<file path="src/rtl/line_draw_scheduler.sv">
// line_draw_scheduler
// Shares one drawline engine and the VGA plot port between two line
// requesters. After reset it can sweep-clear the frame, then it round-robin
// arbitrates pending requests, latches the winner's line, runs the drawline
// start/done handshake and returns a one-cycle ack to the winner.
module line_draw_scheduler #(
    parameter bit         CLEAR_ON_RESET = 1'b1,
    parameter logic [2:0] CLEAR_COLOUR   = 3'b000,
    parameter int         SCREEN_W       = 160,
    parameter int         SCREEN_H       = 120
) (
    input  logic       clock,
    input  logic       resetn,
    input  logic [1:0] req,
    input  logic [7:0] r0_x0,
    input  logic [7:0] r0_x1,
    input  logic [6:0] r0_y0,
    input  logic [6:0] r0_y1,
    input  logic [2:0] r0_colour,
    input  logic [7:0] r1_x0,
    input  logic [7:0] r1_x1,
    input  logic [6:0] r1_y0,
    input  logic [6:0] r1_y1,
    input  logic [2:0] r1_colour,
    output logic [1:0] ack,
    output logic       busy,
    output logic       ln_start,
    output logic [7:0] ln_x0,
    output logic [7:0] ln_x1,
    output logic [6:0] ln_y0,
    output logic [6:0] ln_y1,
    output logic [2:0] ln_colour,
    input  logic       ln_done,
    input  logic [7:0] dl_vga_x,
    input  logic [6:0] dl_vga_y,
    input  logic [2:0] dl_vga_colour,
    input  logic       dl_vga_plot,
    output logic [7:0] vga_x,
    output logic [6:0] vga_y,
    output logic [2:0] vga_colour,
    output logic       vga_plot
);

    typedef enum logic [1:0] {
        S_CLEAR   = 2'd0,
        S_IDLE    = 2'd1,
        S_RUN     = 2'd2,
        S_RELEASE = 2'd3
    } state_t;

    localparam state_t     RESET_STATE = CLEAR_ON_RESET ? S_CLEAR : S_IDLE;
    localparam logic [7:0] CX_LAST     = 8'(SCREEN_W - 1);
    localparam logic [6:0] CY_LAST     = 7'(SCREEN_H - 1);

    state_t     state_reg;
    state_t     state_next;
    logic [7:0] cx_reg;
    logic [6:0] cy_reg;
    logic       last_grant_reg;
    logic       grant_reg;
    logic       pick_next;
    logic       clear_last;
    logic       ln_start_reg;
    logic [1:0] ack_reg;
    logic [1:0] ack_next;
    logic       busy_reg;
    logic [7:0] ln_x0_reg;
    logic [7:0] ln_x1_reg;
    logic [6:0] ln_y0_reg;
    logic [6:0] ln_y1_reg;
    logic [2:0] ln_colour_reg;

    assign clear_last = (cx_reg == CX_LAST) && (cy_reg == CY_LAST);

    // Tie goes to the requester that did not win last time; otherwise the lone requester.
    assign pick_next = (req == 2'b11) ? ~last_grant_reg : req[1];

    // A requester's ack fires on the edge where its running line reports done.
    generate
        for (genvar gi = 0; gi < 2; gi++) begin : g_ack
            assign ack_next[gi] = (state_reg == S_RUN) && ln_done && (grant_reg == 1'(gi));
        end
    endgenerate

    // State register.
    always_ff @(posedge clock) begin
        if (!resetn) state_reg <= RESET_STATE;
        else         state_reg <= state_next;
    end

    // Next-state logic.
    always_comb begin
        state_next = state_reg;
        case (state_reg)
            S_CLEAR:   if (clear_last) state_next = S_IDLE;
            S_IDLE:    if (|req)       state_next = S_RUN;
            S_RUN:     if (ln_done)    state_next = S_RELEASE;
            S_RELEASE: if (!ln_done)   state_next = S_IDLE;
            default:                   state_next = RESET_STATE;
        endcase
    end

    // Clear sweep counters: x fastest, wrapping into y.
    always_ff @(posedge clock) begin
        if (!resetn) begin
            cx_reg <= 8'd0;
            cy_reg <= 7'd0;
        end else if (state_reg == S_CLEAR) begin
            if (cx_reg == CX_LAST) begin
                cx_reg <= 8'd0;
                cy_reg <= (cy_reg == CY_LAST) ? 7'd0 : cy_reg + 7'd1;
            end else begin
                cx_reg <= cx_reg + 8'd1;
            end
        end
    end

    // Grant bookkeeping and latching of the winner's line on the grant cycle.
    always_ff @(posedge clock) begin
        if (!resetn) begin
            last_grant_reg <= 1'b1;
            grant_reg      <= 1'b0;
            ln_x0_reg      <= 8'd0;
            ln_x1_reg      <= 8'd0;
            ln_y0_reg      <= 7'd0;
            ln_y1_reg      <= 7'd0;
            ln_colour_reg  <= 3'd0;
        end else if (state_reg == S_IDLE && (|req)) begin
            last_grant_reg <= pick_next;
            grant_reg      <= pick_next;
            ln_x0_reg      <= pick_next ? r1_x0     : r0_x0;
            ln_x1_reg      <= pick_next ? r1_x1     : r0_x1;
            ln_y0_reg      <= pick_next ? r1_y0     : r0_y0;
            ln_y1_reg      <= pick_next ? r1_y1     : r0_y1;
            ln_colour_reg  <= pick_next ? r1_colour : r0_colour;
        end
    end

    // Handshake and status outputs; start holds while running until done is seen.
    always_ff @(posedge clock) begin
        if (!resetn) begin
            ln_start_reg <= 1'b0;
            ack_reg      <= 2'b00;
            busy_reg     <= CLEAR_ON_RESET;
        end else begin
            ln_start_reg <= (state_reg == S_RUN) && !ln_done;
            ack_reg      <= ack_next;
            busy_reg     <= (state_next != S_IDLE);
        end
    end

    // VGA port: clear sweep, drawline pass-through while running, otherwise no plot.
    always_comb begin
        vga_x      = 8'd0;
        vga_y      = 7'd0;
        vga_colour = 3'd0;
        vga_plot   = 1'b0;
        case (state_reg)
            S_CLEAR: begin
                vga_x      = cx_reg;
                vga_y      = cy_reg;
                vga_colour = CLEAR_COLOUR;
                vga_plot   = 1'b1;
            end
            S_RUN: begin
                vga_x      = dl_vga_x;
                vga_y      = dl_vga_y;
                vga_colour = dl_vga_colour;
                vga_plot   = dl_vga_plot;
            end
            default: ;
        endcase
    end

    assign ln_start  = ln_start_reg;
    assign ack       = ack_reg;
    assign busy      = busy_reg;
    assign ln_x0     = ln_x0_reg;
    assign ln_x1     = ln_x1_reg;
    assign ln_y0     = ln_y0_reg;
    assign ln_y1     = ln_y1_reg;
    assign ln_colour = ln_colour_reg;

endmodule

</file>
<file path="config.mk">
export PLATFORM = sky130hd
export DESIGN_NAME = line_draw_scheduler
export DESIGN_NICKNAME = d
export VERILOG_FILES = /design/src/rtl/line_draw_scheduler.sv
export SDC_FILE = /design/constraint.sdc
export NUM_CORES = 1
export LEC_CHECK = 0
export CORE_MARGIN = 4
export CORE_UTILIZATION = 44
export CTS_BUF_LIST = sky130_fd_sc_hd__clkbuf_4 sky130_fd_sc_hd__clkbuf_8
export CTS_CLUSTER_SIZE = 14
export DETAILED_ROUTE_END_ITERATION = 16
export PLACE_DENSITY = 0.88
export SLEW_MARGIN = 20
export SYNTH_ARGS = -nofsm -noshare
export SYNTH_HDL_FRONTEND = slang
export SYNTH_SLANG_ARGS = --single-unit
export TNS_END_PERCENT = 100
</file>
<file path="constraint.sdc">
create_clock -name clock -period 3.76 [get_ports clock]
set_input_delay 0.752 -clock clock [delete_from_list [all_inputs] [get_ports clock]]
set_output_delay 0.752 -clock clock [all_outputs]
set_load 0.05 [all_outputs]
</file>
==> reports/metrics.cfg, run 1 <==
[logic_synthesis]
seq_area_frac_synth_pct=40.1
synthTopCellsByArea=dfxtp_1 40%, mux2i_1 18%, o211a_1 12%
yosysTopAreaCellShare_pct=40.1
synth_area_mm2=0.00279
synth_largest_area_cell=dfxtp_1
synth_fp_nets=393
ys_types=36
synthCells=301
ys_seq_elements=56
ys_warn_count=0
postSynthAreaPerCell_um2=9.28

[sta]
rsz0062_at_grt=false
worst_pin_slew_ns=0.716
fin_setup_tns_ns=0
setup_viol=0
min_period_ns=2.99
fmax_mhz=334
finalCritPeriodShare_pct=79.5
fin_ws_ns=0.769
slew_headroom_pct=52.2
final_hold_viol_count=0
skew_ns=0.00626
slew_viol_final=0

[final_layout]
utilization_pct=73.3
fillers=479
insertedDiodeCount=0
layout-drive-gt1-share_pct=4.37
fin_cells=510
num-nets-final=526
layout.cells.most_common=clkdlybuf4s50_1
seq_area_mm2=0.00112
final_cell_mix=145 x clkdlybuf4s50_1, 56 x dfxtp_1, 50 x mux2i_1
multi_input_area_mm2=0.00158
area_growth_pct=58.1

[worst_setup_path]
worstPathRequired_ns=3.01
cpMaxStageDelayCell=dfxtp_1
crit_arrival_ns=2.24
slowest_delay_ns=0.80
rr_startpoint=state_reg[0]$_SDFF_PN0_
crit_type=flip-flop to output port
path_cells=nor2b_1, and2_1, clkdlybuf4s50_1
worstSetupEndpointType=output port
cp-start-kind=flip-flop
critPathMaxFanout=23
worstSetupStartpoint=state_reg[0]$_SDFF_PN0_

[detailed_routing]
wl_per_cell_um=14.5
viasPerCell=5.21
routed_wl_um=7410
vias=2655
first_pass_iters=4
drtIter0Drc=65
drc=0
ant_nets=0

[clocking]
root_buffer=clkbuf_8
cts_max_level=2
clock_sinks=56
insertion_delay_ns=0.30
cts_resized=0
cts_buffers=5
clk_pin_slew_ns=0.10
tritoncts=done
clockBufferDepth=2
post-cts-setup-buffers=0
ctsHoldBuffers=0

[hold_path]
hold_path.startpoint=grant_reg$_SDFFE_PN0P_
hold_class=flip-flop to flip-flop

[floorplanning]
die_w_um=87.7
coreArea_mm2=0.00603
die-area_mm2=0.00769
io-pin-count=146
rows=28
start_util_pct=46.4
die_h_um=87.7

[placement]
place_inst=502
place.gp.congestion=0.851
dp_slack_ns=0.774
numPortBuffers=145
dpl.hpwl_um=5870

[power_and_ir_drop]
peakVddDrop_mv=0.180
internal_power_mw=0.905
p_clk_share_pct=33.8
combPwrFrac_pct=14.7
netSwitchingFraction_pct=22.1
p_seq_share_pct=51.6
switchingPower_mw=0.256
p_per_area_mw_per_mm2=263
power.leakage_nw=1.98
total_power_mw=1.16

[flow_run]
maxCapViolCount=0

[run_status]
outcome=finished clean

[grt]
antenna_found_initial=0
overflow=0
grt_pass1_wl_um=11800
grt_max_degree=50
track_usage_pct=19.2
grt_pass1_vias=2592

-- cell usage after synthesis (all sizes together) --
cell type / count
a21boi: 4
a21oi: 3
a22oi: 1
a31o: 1
and2: 6
and4: 1
buf: 8
clkbuf: 16
dfxtp: 56
ha: 2
inv: 3
mux2i: 50
nand2: 46
nand2b: 1
nand3: 3
nand4: 1
nand4bb: 1
nor2: 25
nor2b: 6
nor3: 3
nor3b: 1
nor4: 6
o211a: 33
o21a: 2
o21ai: 4
o22a: 1
o311ai: 1
o31ai: 1
o41ai: 1
or3: 2
or3b: 1
or4: 1
xnor2: 7
xor2: 3
-- through the flow --
step                      area (µm²)  hold WS [ns]
after floorplan                 2790         0.412
after global placement          4310         0.435
after detailed placement        4310         0.445
after CTS                       4420         0.462
after global routing            4420         0.485
final                           4420         0.458
-- final timing paths --
kind                                               end  slack (ns)  cells past startpoint
worst max register to register  cy_reg[4]$_SDFFE_PN0P_        1.23                      4
worst max-delay path                     vga_colour[2]        0.77                      3
worst min-delay path                 ack[0]$_SDFF_PN0_        0.46                      1
worst min register to register       ack[0]$_SDFF_PN0_        0.46                      1
-- per-layer routing --
metal	track usage [%]	up-vias	wire, µm
li1	-	1324	-
met4	4.60	0	84
met5	0	-	0
met1	21.2	1206	2820
met2	34.0	115	3640
met3	8.09	10	858
-- critical path: cells and delay by family, from the launching register on --
family / cells / cell delay [ns]
AND/OR/NAND/NOR: 2 / 0.44
buffers and inverters: 1 / 0.69
flip-flops: 1 / 0.80
-- power groups by stage --
stage	combinational [mW]	sequential, mW	clock [mW]
after floorplan	0.0613	0.612	0
after global placement	0.168	0.612	0
after detailed placement	0.172	0.613	0
after CTS	0.172	0.599	0.402
after global routing	0.184	0.600	0.423
final	0.170	0.599	0.392
-- final cells by class --
class	instances	share of cell area, %
clock buffers	5	1.56
clock inverters	3	0.963
inverters	3	0.255
multi-input cells	218	35.7
flip-flops and latches	56	25.4
well taps	75	2.12
repair buffers	150	34.0
-- cells by family after synthesis --
logic type / synth area share (%)
AO/OA/AOI/OAI: 16.9
buffers and inverters: 3.81
adder cells (fa/ha/maj): 0.896
multiplexers: 17.9
AND/OR/NAND/NOR: 17.2
flip-flops: 40.1
XOR/XNOR: 3.14
Power figures use the tool's default switching activity.
==> inputs of run 2 (changes only) <==
--- a/config.mk
+++ b/config.mk
@@ -6,11 +6,11 @@
 export NUM_CORES = 1
 export LEC_CHECK = 0
 export CORE_MARGIN = 4
-export CORE_UTILIZATION = 44
+export CORE_UTILIZATION = 37
 export CTS_BUF_LIST = sky130_fd_sc_hd__clkbuf_4 sky130_fd_sc_hd__clkbuf_8
 export CTS_CLUSTER_SIZE = 14
 export DETAILED_ROUTE_END_ITERATION = 16
-export PLACE_DENSITY = 0.88
+export PLACE_DENSITY = 0.79
 export SLEW_MARGIN = 20
 export SYNTH_ARGS = -nofsm -noshare
 export SYNTH_HDL_FRONTEND = slang
==> constraint.sdc (replaced) <==
create_clock -name clock -period 2.45 [get_ports clock]
set_input_delay 0.49 -clock clock [delete_from_list [all_inputs] [get_ports clock]]
set_output_delay 0.49 -clock clock [all_outputs]
set_load 0.05 [all_outputs]
==> run 2 against run 1 <==
Worst hold slack worse by 0.0095 ns. Critical endpoint unchanged. Sequential share of layout area is 1.3 points lower. Largest cell class is now non-clock buffers. Via count is 0.41% higher. Highest routed layer unchanged. Sequential power is 53% higher. First-iteration DRC count is 11% higher.
==> reports/metrics.cfg, run 2 (same netlist as run 1, synthesis figures left out) <==
[final_layout]
final_area_mm2=0.00466
layout-drive-gt1-share_pct=9.38
final_cell_mix=125 x clkdlybuf4s50_1, 56 x dfxtp_1, 50 x mux2i_1
insertedDiodeCount=0
layout.cells.most_common=clkdlybuf4s50_1
fin_cells=536
num-nets-final=528
utilization_pct=63.9
area_growth_pct=66.8

[worst_setup_path]
worstRegToRegCells=5
crit_arrival_ns=1.66
critPathMaxFanout=23
cp-start-kind=flip-flop
worstSetupStartpoint=state_reg[1]$_SDFF_PN0_
rr_startpoint=cx_reg[0]$_SDFFE_PN0P_
worstSetupEndpointType=output port
crit_type=flip-flop to output port
worstPathRequired_ns=1.96

[hold_path]
hold_path.startpoint=grant_reg$_SDFFE_PN0P_
hold_class=flip-flop to flip-flop
hold-path-cell-count=1

[floorplanning]
die-area_mm2=0.00901
die_h_um=94.9
start_util_pct=38.3
coreArea_mm2=0.00729
rows=31
die_w_um=94.9
io-pin-count=146

[sta]
timing.hold.ws_ns=0.449
min_period_ns=2.15
skew_ns=0.00788
final_hold_viol_count=0
fin_setup_tns_ns=0
slew_viol_final=0
worst_pin_slew_ns=0.676
rsz0062_at_grt=false
finalCritPeriodShare_pct=87.9
setup_viol=0
fmax_mhz=464
slew_headroom_pct=54.9

[grt]
overflow=0
grt_pass1_vias=2569
grt_max_degree=67
grt_pass1_wl_um=12100
track_usage_pct=16.6
antenna_found_initial=0

[flow_run]
maxCapViolCount=0

[clocking]
cts_buffers=5
root_buffer=clkbuf_8
ctsHoldBuffers=0
insertion_delay_ns=0.30
clk_pin_slew_ns=0.10
tritoncts=done
post-cts-setup-buffers=0
clockBufferDepth=2
clock_sinks=56
cts_max_level=2
cts_resized=0

[placement]
place_inst=528
placed_area_mm2=0.00455
numPortBuffers=145
place.gp.congestion=0.880
dpl.hpwl_um=6050

[detailed_routing]
routed_wl_um=7740
ant_nets=0
viasPerCell=4.97
vias=2666
first_pass_iters=5
drc=0
drtIter0Drc=72
wl_per_cell_um=14.4

[power_and_ir_drop]
netSwitchingFraction_pct=22.0
p_per_area_mw_per_mm2=385
switchingPower_mw=0.395
p_clk_share_pct=33.4
internal_power_mw=1.40
p_seq_share_pct=51.2
power.leakage_nw=2.09
peakVddDrop_mv=0.195
combPwrFrac_pct=15.4

[run_status]
outcome=finished clean

-- run 2: changes by cell type in the layout (fill, tap and decap cells not counted), sizes merged --
cell and change:
clkdlybuf4s50 -20, buf +22
-- run 2: worst max-delay path: stages, from the launching register on --
cell     delay (ns)
dfxtp_1        0.35
buf_4          0.31
nor2b_1        0.31
and2_1         0.23
buf_12         0.15
-- run 2: final timing paths --
kind / to / slack, ns
setup reg to reg: cy_reg[0]$_SDFFE_PN0P_ / 0.33
setup / recovery: vga_colour[2] / 0.30
hold reg to reg: ack[0]$_SDFF_PN0_ / 0.45
hold / removal: ack[0]$_SDFF_PN0_ / 0.45
-- run 2: cell type report --
| cell class | count | area [µm²] |
|---|---|---|
| clock inverters | 3 | 42.5 |
| repair buffers | 152 | 1710 |
| clock buffers | 5 | 68.8 |
| fillers | 629 | 2630 |
| inverters | 3 | 11.3 |
| well taps | 99 | 124 |
| multi-input cells | 218 | 1580 |
| flip-flops and latches | 56 | 1120 |
-- run 2: power groups by stage --
| stage | logic, mW | registers (mW) | clock network [mW] |
|---|---|---|---|
| after floorplan | 0.0941 | 0.939 | 0 |
| after global placement | 0.275 | 0.939 | 0 |
| after detailed placement | 0.279 | 0.940 | 0 |
| after CTS | 0.280 | 0.919 | 0.619 |
| after global routing | 0.295 | 0.920 | 0.659 |
| final | 0.276 | 0.919 | 0.600 |
-- run 2: stage by stage --
step | setup WS, ns | power [mW]
6_report | 0.296 | 1.80
5_1_grt | 0.153 | 1.87
4_1_cts | 0.277 | 1.82
3_5_place_dp | 0.329 | 1.22
3_3_place_gp | 0.383 | 1.21
2_1_floorplan | 0.266 | 1.03
-- run 2: metal layers --
layer | vias up | GRT usage (%) | wire, µm
li1 | 1329 | - | -
met1 | 1228 | 19.5 | 3080
met2 | 105 | 29.4 | 3880
met3 | 4 | 5.90 | 764
met4 | 0 | 2.64 | 21
met5 | - | 0 | 0
